<file path="src/rtl/data_sync_tx_arbiter_if.sv">
// Requester/destination-side bundle of the shared CDC data crossing arbiter.
// master = arbiter side, slave = requesters plus destination ack.
interface data_sync_tx_arbiter_if #(
    parameter int bus_width = 8,
    parameter int NUM_REQ   = 4
);
    localparam int ID_W = (NUM_REQ > 1) ? $clog2(NUM_REQ) : 1;

    logic [NUM_REQ-1:0]           req;
    logic [NUM_REQ*bus_width-1:0] req_data;
    logic [NUM_REQ-1:0]           grant;
    logic [NUM_REQ-1:0]           done;
    logic [bus_width-1:0]         unsync_bus;
    logic                         bus_en;
    logic                         dst_ack;
    logic                         busy;
    logic [ID_W-1:0]              src_id;
    logic                         timeout_err;

    modport master (
        input  req, req_data, dst_ack,
        output grant, done, unsync_bus, bus_en, busy, src_id, timeout_err
    );

    modport slave (
        output req, req_data, dst_ack,
        input  grant, done, unsync_bus, bus_en, busy, src_id, timeout_err
    );
endinterface

</file>
<file path="src/rtl/data_sync_tx_arbiter.sv">
// Round-robin source-side arbiter for one shared 4-phase CDC data crossing; bus_en rises 1 cycle after grant.
// Requests wait while a transfer is in flight; define ARB_TIMEOUT_EN for per-phase ack timeouts.
module data_sync_tx_arbiter #(
    parameter int bus_width      = 8,
    parameter int NUM_REQ        = 4,
    parameter int NUM_STAGES     = 2,
    parameter int TIMEOUT_CYCLES = 255
) (
    input  logic                  CLK,
    input  logic                  RST,
    data_sync_tx_arbiter_if.master bus
);
    localparam int ID_W = (NUM_REQ > 1) ? $clog2(NUM_REQ) : 1;

    typedef enum logic [1:0] {IDLE, SETUP, WAIT_ACK, WAIT_REL} state_t;

    state_t                 state;
    logic [NUM_STAGES-1:0]  ack_sync;
    logic                   ack_s;
    logic [ID_W-1:0]        ptr;
    logic [ID_W-1:0]        win_idx;
    logic [ID_W-1:0]        ptr_nxt;
    logic                   win_vld;
    logic [bus_width-1:0]   win_data;
    logic [NUM_REQ-1:0]     grant_r;
    logic [NUM_REQ-1:0]     done_r;
    logic [bus_width-1:0]   bus_r;
    logic                   bus_en_r;
    logic                   busy_r;
    logic [ID_W-1:0]        src_id_r;
    logic                   rel_ok;

    always_ff @(posedge CLK or negedge RST) begin
        if (!RST) ack_sync <= '0;
        else      ack_sync <= {ack_sync[NUM_STAGES-2:0], bus.dst_ack};
    end
    assign ack_s = ack_sync[NUM_STAGES-1];

    // First pending request at or above the pointer, wrapping around.
    always_comb begin : pick
        logic [ID_W:0] j;
        j       = '0;
        win_vld = 1'b0;
        win_idx = '0;
        for (int k = 0; k < NUM_REQ; k++) begin
            j = {1'b0, ptr} + (ID_W+1)'(k);
            if (j >= (ID_W+1)'(NUM_REQ)) j = j - (ID_W+1)'(NUM_REQ);
            if (!win_vld && bus.req[j[ID_W-1:0]]) begin
                win_vld = 1'b1;
                win_idx = j[ID_W-1:0];
            end
        end
    end

    assign ptr_nxt  = (win_idx == ID_W'(NUM_REQ-1)) ? '0 : win_idx + 1'b1;
    assign win_data = bus.req_data[int'(win_idx)*bus_width +: bus_width];

`ifdef ARB_TIMEOUT_EN
    localparam int CNT_W = $clog2(TIMEOUT_CYCLES+1);
    logic [CNT_W-1:0] cnt;
    logic             ack_missed;
    logic             tmo_err_r;
    logic             tmo_hit;
    assign tmo_hit = (cnt == CNT_W'(TIMEOUT_CYCLES-1));
    // After a missed ack the release phase never completes normally; it runs to its own timeout.
    assign rel_ok  = !ack_s && !ack_missed;
    assign bus.timeout_err = tmo_err_r;
`else
    logic unused_tmo_cfg;
    assign unused_tmo_cfg  = (TIMEOUT_CYCLES != 0);
    assign rel_ok          = !ack_s;
    assign bus.timeout_err = 1'b0;
`endif

    always_ff @(posedge CLK or negedge RST) begin
        if (!RST) begin
            state    <= IDLE;
            ptr      <= '0;
            grant_r  <= '0;
            done_r   <= '0;
            bus_r    <= '0;
            bus_en_r <= 1'b0;
            busy_r   <= 1'b0;
            src_id_r <= '0;
`ifdef ARB_TIMEOUT_EN
            cnt        <= '0;
            ack_missed <= 1'b0;
            tmo_err_r  <= 1'b0;
`endif
        end else begin
            grant_r <= '0;
            done_r  <= '0;
`ifdef ARB_TIMEOUT_EN
            tmo_err_r <= 1'b0;
`endif
            case (state)
                IDLE: if (win_vld) begin
                    bus_r    <= win_data;
                    src_id_r <= win_idx;
                    grant_r  <= NUM_REQ'(1) << win_idx;
                    ptr      <= ptr_nxt;
                    busy_r   <= 1'b1;
                    state    <= SETUP;
                end
                // A stale ack from the previous transfer holds off the enable.
                SETUP: if (!ack_s) begin
                    bus_en_r <= 1'b1;
                    state    <= WAIT_ACK;
`ifdef ARB_TIMEOUT_EN
                    cnt      <= '0;
`endif
                end
                WAIT_ACK: begin
                    if (ack_s) begin
                        bus_en_r <= 1'b0;
                        state    <= WAIT_REL;
`ifdef ARB_TIMEOUT_EN
                        cnt        <= '0;
                        ack_missed <= 1'b0;
                    end else if (tmo_hit) begin
                        bus_en_r   <= 1'b0;
                        state      <= WAIT_REL;
                        cnt        <= '0;
                        ack_missed <= 1'b1;
                    end else begin
                        cnt <= cnt + 1'b1;
`endif
                    end
                end
                WAIT_REL: begin
                    if (rel_ok) begin
                        done_r <= NUM_REQ'(1) << src_id_r;
                        busy_r <= 1'b0;
                        state  <= IDLE;
`ifdef ARB_TIMEOUT_EN
                    end else if (tmo_hit) begin
                        tmo_err_r <= 1'b1;
                        busy_r    <= 1'b0;
                        state     <= IDLE;
                    end else begin
                        cnt <= cnt + 1'b1;
`endif
                    end
                end
                default: state <= IDLE;
            endcase
        end
    end

    assign bus.grant      = grant_r;
    assign bus.done       = done_r;
    assign bus.unsync_bus = bus_r;
    assign bus.bus_en     = bus_en_r;
    assign bus.busy       = busy_r;
    assign bus.src_id     = src_id_r;
endmodule

</file>
<file path="src/flat_wrapper.sv">
// flat-port wrapper written by rule: the top's interface ports become plain ports
module data_sync_tx_arbiter_flat 
#(
    parameter int bus_width      = 8,
    parameter int NUM_REQ        = 4,
    parameter int NUM_STAGES     = 2,
    parameter int TIMEOUT_CYCLES = 255
)
  (CLK, RST, bus_req, bus_req_data, bus_dst_ack, bus_grant, bus_done, bus_unsync_bus, bus_bus_en, bus_busy, bus_src_id, bus_timeout_err);
  data_sync_tx_arbiter_if #(.bus_width(bus_width), .NUM_REQ(NUM_REQ)) bus_i ();
  input  logic CLK;
  input  logic RST;
  input wire logic [$bits(bus_i.req)-1:0] bus_req;
  input wire logic [$bits(bus_i.req_data)-1:0] bus_req_data;
  input wire logic [$bits(bus_i.dst_ack)-1:0] bus_dst_ack;
  output wire logic [$bits(bus_i.grant)-1:0] bus_grant;
  output wire logic [$bits(bus_i.done)-1:0] bus_done;
  output wire logic [$bits(bus_i.unsync_bus)-1:0] bus_unsync_bus;
  output wire logic [$bits(bus_i.bus_en)-1:0] bus_bus_en;
  output wire logic [$bits(bus_i.busy)-1:0] bus_busy;
  output wire logic [$bits(bus_i.src_id)-1:0] bus_src_id;
  output wire logic [$bits(bus_i.timeout_err)-1:0] bus_timeout_err;
  assign bus_i.req = bus_req;
  assign bus_i.req_data = bus_req_data;
  assign bus_i.dst_ack = bus_dst_ack;
  assign bus_grant = bus_i.grant;
  assign bus_done = bus_i.done;
  assign bus_unsync_bus = bus_i.unsync_bus;
  assign bus_bus_en = bus_i.bus_en;
  assign bus_busy = bus_i.busy;
  assign bus_src_id = bus_i.src_id;
  assign bus_timeout_err = bus_i.timeout_err;
  data_sync_tx_arbiter #(.bus_width(bus_width), .NUM_REQ(NUM_REQ), .NUM_STAGES(NUM_STAGES), .TIMEOUT_CYCLES(TIMEOUT_CYCLES)) u_core (.CLK(CLK), .RST(RST), .bus(bus_i));
endmodule
</file>
<file path="config.mk">
export PLATFORM = sky130hd
export DESIGN_NAME = data_sync_tx_arbiter_flat
export DESIGN_NICKNAME = d
export VERILOG_FILES = /design/src/rtl/data_sync_tx_arbiter_if.sv /design/src/rtl/data_sync_tx_arbiter.sv /design/src/flat_wrapper.sv
export SDC_FILE = /design/constraint.sdc
export NUM_CORES = 1
export LEC_CHECK = 0
export CORE_MARGIN = 2
export CORE_UTILIZATION = 35
export CTS_CLUSTER_DIAMETER = 50
export CTS_CLUSTER_SIZE = 16
export DETAILED_ROUTE_END_ITERATION = 16
export GPL_ROUTABILITY_DRIVEN = 0
export GPL_TIMING_DRIVEN = 0
export MAX_ROUTING_LAYER = met4
export PLACE_DENSITY_LB_ADDON = 0.1
export REMOVE_ABC_BUFFERS = 1
export SYNTH_ARGS = -nofsm -noshare
export SYNTH_HDL_FRONTEND = slang
export SYNTH_SLANG_ARGS = --single-unit
</file>
<file path="constraint.sdc">
create_clock -name CLK -period 3.9 [get_ports CLK]
set_input_delay 0.78 -clock CLK [delete_from_list [all_inputs] [get_ports CLK]]
set_output_delay 0.78 -clock CLK [all_outputs]
set_load 0.02 [all_outputs]
</file>
[Word-level counts from Yosys, hierarchy flattened]
Cells that the tools add are included.
Storage, ports and cells
  input bits: 39
  output and inout bits: 21
  flip-flop bits (word level): 26
  logic and storage cells: 85
Cells by class
  reductions and logical operators: 13
  shift-type cells: 3
  equality and inequality tests: 8
  muxes and demuxes: 36
  add/sub/neg operators: 8
  order comparisons: 8
Operators by type and width (count)
  indexed part select 32 x 6 -> 8 bit: 1
  two-way mux 2 bit: 13
  two-way mux 4 bit: 4
  less-than comparator 2 x 3 -> 1 bit (second input constant): 4
  two-way mux 1 bit: 12
  greater-or-equal comparator 3 bit (second input constant): 3
  binary-select mux 1 bit (select 2 bit): 4
  one-hot mux 2 bit (4 select lines): 1
  left shift 1 x 2 -> 4 bit (first input constant): 2
  subtractor 2 x 1 -> 2 bit (second input constant): 4
  adder 2 x 2 -> 3 bit (second input constant): 2
  == test 2 bit (second input constant): 3
  AND reduction 3 bit: 2
  inequality test 2 x 1 -> 1 bit (second input constant): 2
  inequality test 2 bit (second input constant): 2
  one-hot mux 1 bit (2 select lines): 2
  AND reduction 4 bit: 1
  nonzero test 2 bit: 2
  adder 2 x 1 -> 3 bit (second input constant): 1
  greater-or-equal comparator 2 x 3 -> 1 bit (second input constant): 1
  logical AND 1 bit: 3
  logical NOT 1 bit: 3
  adder 2 x 1 -> 2 bit (second input constant): 1
  == test 2 x 1 -> 1 bit (second input constant): 1
  2 further kinds: 2

[Longest topological paths before layout]
Gate-level depths: netlist of run 1.
  depth after elaboration: 17
  gate-level depth with buffers: 8

[Worst setup path after synthesis of run 1]
No wires, ideal clock.
  kind: input-to-reg
  from: input bus_req[1]
  to: register u_core.ptr[0]
  setup time: 0.095 ns
  stages on the path: 7
  setup slack: 1.802 ns
  data arrival time: 2.003 ns
  buffers on the path: 1
  cells stage by stage: nor2_1 buf_2 nor4b_4 nor2_2 inv_1 ha_1 o31ai_1
On the way
  longest elaborated chain between the ends: 14
  elaborated cells between the ends (all ways): 26
RTL lines
  start, declared: line flat_wrapper.sv:13  | input wire logic [$bits(bus_i.req)-1:0] bus_req;
  binary-select mux 1 bit (select 2 bit): line data_sync_tx_arbiter.sv:48  | if (!win_vld && bus.req[j[ID_W-1:0]]) begin
  two-way mux 1 bit (implied by the code): line data_sync_tx_arbiter.sv:48
  two-way mux 1 bit: line data_sync_tx_arbiter.sv:48
  logical NOT 1 bit: line data_sync_tx_arbiter.sv:48
  logical AND 1 bit: line data_sync_tx_arbiter.sv:48
  two-way mux 1 bit: line data_sync_tx_arbiter.sv:48
  logical NOT 1 bit: line data_sync_tx_arbiter.sv:48
  logical AND 1 bit: line data_sync_tx_arbiter.sv:48
  two-way mux 1 bit: line data_sync_tx_arbiter.sv:48
  logical NOT 1 bit: line data_sync_tx_arbiter.sv:48
  logical AND 1 bit: line data_sync_tx_arbiter.sv:48
  two-way mux 2 bit: line data_sync_tx_arbiter.sv:48
  adder 2 x 1 -> 2 bit / == test 2 bit (equally long branches): line data_sync_tx_arbiter.sv:55  | assign ptr_nxt = (win_idx == ID_W'(NUM_REQ-1)) ? '0 : win_idx + 1'b1;
  two-way mux 2 bit: line data_sync_tx_arbiter.sv:55
  end signal, assigned: line data_sync_tx_arbiter.sv:101  | ptr <= ptr_nxt;
  end, declared: line data_sync_tx_arbiter.sv:20  | logic [ID_W-1:0] ptr;
Parallel ways exist; a longest one is shown, timed or not. The select of a mux whose other input is x is not followed.
A chain may end at the register's enable or synchronous reset.

[Worst setup path after layout of run 1]
Ends and elaborated chain as after synthesis.

==> reports/metrics.cfg, run 1 <==
[run_status]
status=complete, no violations

[critical_path]
slowest_cp_cell=sky130_fd_sc_hd__nor2_1
crit_arrival_ns=3.41
timing.critical_path.required_ns=4.07
cpPeakStageDelay_ns=0.82
critical_path.top_delay_family=simple AND/OR/NAND/NOR gates
end_kind=flop
crit_chain=clkdlybuf4s50_1 -> nor2_1 -> nor4_2 -> nor2_2 -> inv_1 -> ha_1 -> o31ai_1
crit_type=in2reg
worst_path_fanout_max=13
worst_setup_path_start_kind=input port
cp_num_buf_inv=2

[global_route]
grt_start_max_net_pins=27
grt_pass1_vias=1333
antenna_found_initial=0
grt_overflow_total=0
global_route.usage.met2=0.322
gr-usage-all-layers=0.181
global_route.usage.met3=0.0164
grt_most_used_layer=met2
first_pass_grt_wire_length_um=6160
met1_usage=0.212

[power]
power_per_cell_area_mw_per_mm2=664
total_power_draw_mw=1.41
leakagePower_nw=0.907
vdd_drop_max_mv=0.219

[synth]
asyncSetResetFlopFracSynth=1.00
synthCells=154
yosys_register_bits=26
ys_dominant_reg_cell=sky130_fd_sc_hd__dfrtp_1
synth_warnings=0
share_of_the_synthesized_area_in_the_top_cell_type=0.448
netlist.top_cell.by_area=sky130_fd_sc_hd__dfrtp_1
synth_commonest_cells=sky130_fd_sc_hd__dfrtp_1 (26), sky130_fd_sc_hd__nand2_1 (21), sky130_fd_sc_hd__nor2b_1 (13), sky130_fd_sc_hd__o21ai_0 (13), sky130_fd_sc_hd__o31ai_1 (9)
yosysMostFrequentCell=sky130_fd_sc_hd__dfrtp_1
synth.lib_cells_used.distinct=36
synth-edff-count=0
synth-seq-area-share=0.448
synthesis.area_per_instance_sq_um=9.43
post_synth_main_area_contributors=sky130_fd_sc_hd__dfrtp_1 (45%), sky130_fd_sc_hd__nor2b_1 (5.6%), sky130_fd_sc_hd__nand2_1 (5.4%)
synth.cell_area_sq_mm=0.00145

[route]
routed-via-count=1336
final_antenna_net_count=0
detail_route.wirelength_um=3800
detail_route.wl_per_cell_um=14.8
initialDrtViolationCount=65
detail_route.first_pass.iterations=4
route.detailed.drc=0
route.detailed.vias_per_inst=5.20

[timing]
finalHoldViolations=0
max_slew.worst_pin.slew_ns=1.02
drv_slew=0
timing.final.crit_period_ns=3.24
period_share=0.830
finalClockSkew_ns=0.00414
fin_setup_tns_ns=0
rsz0062_at_grt=false
timing.max_slew.rel_slack=0.315
timing.fmax_ghz=0.309
number_of_endpoints_failing_setup_at_the_final_stage=0

[finish]
final-seq-area_sq_um=651
fillers=353
n_antenna_cell=0
area_taken_by_multi_input_logic_gates_sq_um=751
post_route_cells_drive_above_1_share=0.0435
design.final.nets=252
area_delta_synth_final_pct=46.1

[clocking]
ctsResizeCount=0
clk_latency_ns=0.27
post-cts-setup-buffers=0
clock_sink_count=26
clk_pin_slew_worst_paths_ns=0.09
cts_inserted_buffers=3
clk_root_buffer_cell=sky130_fd_sc_hd__clkbuf_8
tritoncts=done
post_cts_hold_buffer_count=0
ctsHtreeMaxLevel=1
clk_path_buf_depth=2

[placed_design]
post_dp_hpwl_um=2840
port_buffers=58

[floorplanning]
design.die.area_sq_mm=0.00468
initial_utilization=0.363
placement_rows=23
die_height_um=68.4
ios=60
die_width_um=68.4
core_footprint_sq_mm=0.00400

[job]
max-cap-violations=0

[min_path]
hp-class=reg2reg

metal layers:
metal,vias to the layer above,wire length (um)
li1,659,-
met1,630,1620
met2,43,1980
met3,4,157
met4,0,43
met5,-,0
cell families (layout without fill, tap and decap cells):
kind of cell / Yosys count / in the layout / synth area share
AND/OR/NAND/NOR: 71 / 71 / 0.282
buffers and inverters: 12 / 65 / 0.0353
other: 1 / 1 / 0.00258
flip-flops: 26 / 26 / 0.448
adder cells (fa/ha/maj): 5 / 5 / 0.0431
AO/OA/AOI/OAI: 37 / 37 / 0.175
multiplexers: 2 / 2 / 0.0146
metrics by stage:
stage | setup WS [ns] | area (sq um) | instances | hold slack, ns | utilization
global placement | 0.425 | 2060 | 253 | 0.347 | 0.514
global route | 0.470 | 2120 | 257 | 0.382 | 0.530
finish | 0.662 | 2120 | 257 | 0.365 | 0.530
CTS | 0.643 | 2130 | 257 | 0.372 | 0.532
floorplan | 1.52 | 1410 | 145 | 0.331 | -
detailed placement | 0.372 | 2060 | 253 | 0.341 | 0.514
sequential cells by signal (all words and copies together), names as in the netlist:
name	count
u_core.ack_sync	2
u_core.bus.bus_en	1
u_core.bus.busy	1
u_core.bus.done	4
u_core.bus.grant	4
u_core.bus.src_id	2
u_core.bus.unsync_bus	8
u_core.ptr	2
u_core.state	2
where the power goes:
group | switching (mW) | leakage [nW] | internal (mW) | total [mW]
logic | 0.409 | 0.544 | 0.342 | 0.751
clock network | 0.0845 | 0.0357 | 0.137 | 0.222
registers | 0.0712 | 0.327 | 0.366 | 0.437
area by class of cell:
class | instances | area share
Multi-Input combinational cell | 116 | 0.354
Sequential cell | 26 | 0.307
Timing Repair Buffer | 58 | 0.271
Tap cell | 50 | 0.0295
Clock buffer | 3 | 0.0195
Clock inverter | 1 | 0.0142
Inverter | 3 | 0.00531
layout by cell type (no fill, tap or decap), drive strengths merged, types with 2 or more instances in the layout:
cell,synthesis,final
a21boi,2,2
a21oi,2,2
a221oi,8,8
and3,8,8
clkbuf,5,3
clkdlybuf4s50,0,57
dfrtp,26,26
ha,5,5
inv,3,3
nand2,21,21
nand2b,2,2
nand3,8,8
nor2,7,7
nor2b,13,13
nor4,2,2
nor4b,2,2
nor4bb,2,2
o21ai,13,13
o31ai,9,9
final timing paths:
path	startpoint	end	slack, ns	depth (start not counted)
min	u_core.ack_sync[0]	u_core.ack_sync[1]	0.37	0
max	bus_req[1]	u_core.ptr[0]	0.66	7
min reg2reg	u_core.ack_sync[0]	u_core.ack_sync[1]	0.37	0
min in group asynchronous	RST	u_core.ack_sync[0]	0.51	1
max in group asynchronous	RST	u_core.bus.unsync_bus[6]	2.99	1
max reg2reg	u_core.ptr[1]	u_core.bus.unsync_bus[1]	1.84	4
No activity file was read; power rests on OpenSTA's default activity.
==> run 2: changes to the inputs <==
==> constraint.sdc (replaced) <==
create_clock -name CLK -period 3.2 [get_ports CLK]
set_input_delay 0.64 -clock CLK [delete_from_list [all_inputs] [get_ports CLK]]
set_output_delay 0.64 -clock CLK [all_outputs]
set_load 0.02 [all_outputs]
==> reports/metrics.cfg, run 2 (synthesized netlist as in run 1, its figures left out) <==
[run_status]
status=complete, no violations

[route]
route.detailed.drc=0  ; unchanged
routed-via-count=1334  ; -0.15%
route.detailed.vias_per_inst=5.19  ; -0.15%
detail_route.first_pass.iterations=4  ; unchanged
detail_route.wirelength_um=3820  ; +0.42%
initialDrtViolationCount=60  ; -7.7%
final_antenna_net_count=0  ; unchanged
detail_route.wl_per_cell_um=14.8  ; +0.42%

[critical_path]
timing.critical_path.required_ns=3.37  ; -0.70 ns
register_to_register_path_setup_slack_ns=1.15  ; -0.69 ns
worst_setup_path_start_kind=input port
regToRegEndpoint=u_core.bus.unsync_bus[1]
worst_path_fanout_max=13  ; unchanged
crit_arrival_ns=2.98  ; -0.43 ns
crit_type=in2reg
timing.reg2reg.worst_path_depth=4  ; unchanged
end_kind=flop
r2r-start=u_core.ptr[1]

[timing]
rsz0062_at_grt=false
finalHoldViolations=0  ; unchanged
finalClockSkew_ns=0.00238  ; -0.00176 ns
timing.final.crit_period_ns=2.81
number_of_endpoints_failing_setup_at_the_final_stage=0  ; unchanged
period_share=0.879
timing.max_slew.rel_slack=0.440  ; +0.125
drv_slew=0  ; unchanged
max_slew.worst_pin.slew_ns=0.840  ; -0.184 ns
fin_setup_tns_ns=0  ; unchanged
timing.fmax_ghz=0.356

[finish]
final_common_cell=sky130_fd_sc_hd__clkdlybuf4s50_1
layout.cells.most_common_list=sky130_fd_sc_hd__clkdlybuf4s50_1 (57), sky130_fd_sc_hd__dfrtp_1 (26), sky130_fd_sc_hd__nand2_1 (21)
area_delta_synth_final_pct=46.3
final_core_occ=0.531  ; +0.000626
largest_register_ff_count=8  ; unchanged
final_design_area_no_fill_sq_mm=0.00212  ; +0.12%
n_antenna_cell=0  ; unchanged
design.final.nets=252  ; unchanged
post_route_cells_drive_above_1_share=0.0483  ; +0.00483

[clocking]
clk_root_buffer_cell=sky130_fd_sc_hd__clkbuf_8
post_cts_hold_buffer_count=0  ; unchanged
ctsResizeCount=0  ; unchanged
ctsHtreeMaxLevel=1  ; unchanged
cts_inserted_buffers=3  ; unchanged
tritoncts=done
clk_latency_ns=0.27  ; about the same
post-cts-setup-buffers=0  ; unchanged
clk_path_buf_depth=2  ; unchanged
clk_pin_slew_worst_paths_ns=0.09  ; about the same
clock_sink_count=26  ; unchanged

[placed_design]
post_dp_hpwl_um=2840  ; unchanged
detailed_place.area_sq_mm=0.00206  ; unchanged
port_buffers=58  ; unchanged

[floorplanning]
design.die.area_sq_mm=0.00468  ; unchanged
placement_rows=23  ; unchanged
initial_utilization=0.363  ; unchanged
die_width_um=68.4  ; unchanged
die_height_um=68.4  ; unchanged
core_footprint_sq_mm=0.00400  ; unchanged
ios=60  ; unchanged

[global_route]
grt_pass1_vias=1333  ; unchanged
antenna_found_initial=0  ; unchanged
grt_overflow_total=0  ; unchanged
gr-usage-all-layers=0.181  ; unchanged
grt_start_max_net_pins=27  ; unchanged
first_pass_grt_wire_length_um=6160  ; unchanged

[min_path]
hp-class=in2async

[power]
leakagePower_nw=0.907  ; about the same
total_power_draw_mw=1.72  ; +22%
vdd_drop_max_mv=0.267  ; +22%
power_per_cell_area_mw_per_mm2=810  ; +22%

[job]
max-cap-violations=0  ; unchanged

run 2: cell counts in the layout (fill, tap and decap cells not counted):
No cell type changed its count.
run 2: layout make-up:
type,instances,area [sq um]
Clock buffer,3,41.3
Sequential cell,26,651
Multi-Input combinational cell,116,753
Timing Repair Buffer,58,576
Fill cell,353,1880
Inverter,3,11.3
Tap cell,50,62.6
Clock inverter,1,30.0
run 2: routing by layer:
layer	GRT usage	up-vias	part of all wire
li1	-	662	-
met1	0.212	628	0.43
met2	0.322	40	0.52
met3	0.0164	4	0.037
met4	0.0600	0	0.011
met5	-	-	0
run 2: worst max path at each step:
stage | start | endpoint | cells past startpoint | slack, ns
2_1_floorplan | bus_req[1] | u_core.ptr[0] | 6 | 0.96
3_3_place_gp | bus_req[1] | u_core.ptr[0] | 7 | -0.14
3_5_place_dp | bus_req[1] | u_core.ptr[0] | 7 | -0.19
4_1_cts | bus_req[1] | u_core.ptr[0] | 7 | 0.08
5_1_grt | bus_req[1] | u_core.ptr[0] | 7 | 0.24
6_report | bus_req[1] | u_core.ptr[0] | 7 | 0.39
run 2: report_power, final:
part           internal [mW]  total [mW]  switching, mW  leakage (nW)
logic                  0.417       0.918          0.501         0.544
clock network          0.167       0.270          0.103        0.0357
registers              0.445       0.532         0.0868         0.327
run 2: critical path, stage by stage:
cell                              delay (ns)
sky130_fd_sc_hd__clkdlybuf4s50_1        0.50
sky130_fd_sc_hd__nor2_2                 0.55
sky130_fd_sc_hd__nor4_2                 0.22
sky130_fd_sc_hd__nor2_2                 0.44
sky130_fd_sc_hd__inv_1                  0.15
sky130_fd_sc_hd__ha_1                   0.23
sky130_fd_sc_hd__o31ai_1                0.24
run 2: per-stage QoR:
stage / hold WS, ns / instances / setup WS, ns
global placement: 0.347 / 253 / -0.135
global route: 0.382 / 257 / 0.236
detailed placement: 0.341 / 253 / -0.188
CTS: 0.372 / 257 / 0.0829
finish: 0.366 / 257 / 0.388
floorplan: 0.331 / 145 / 0.963
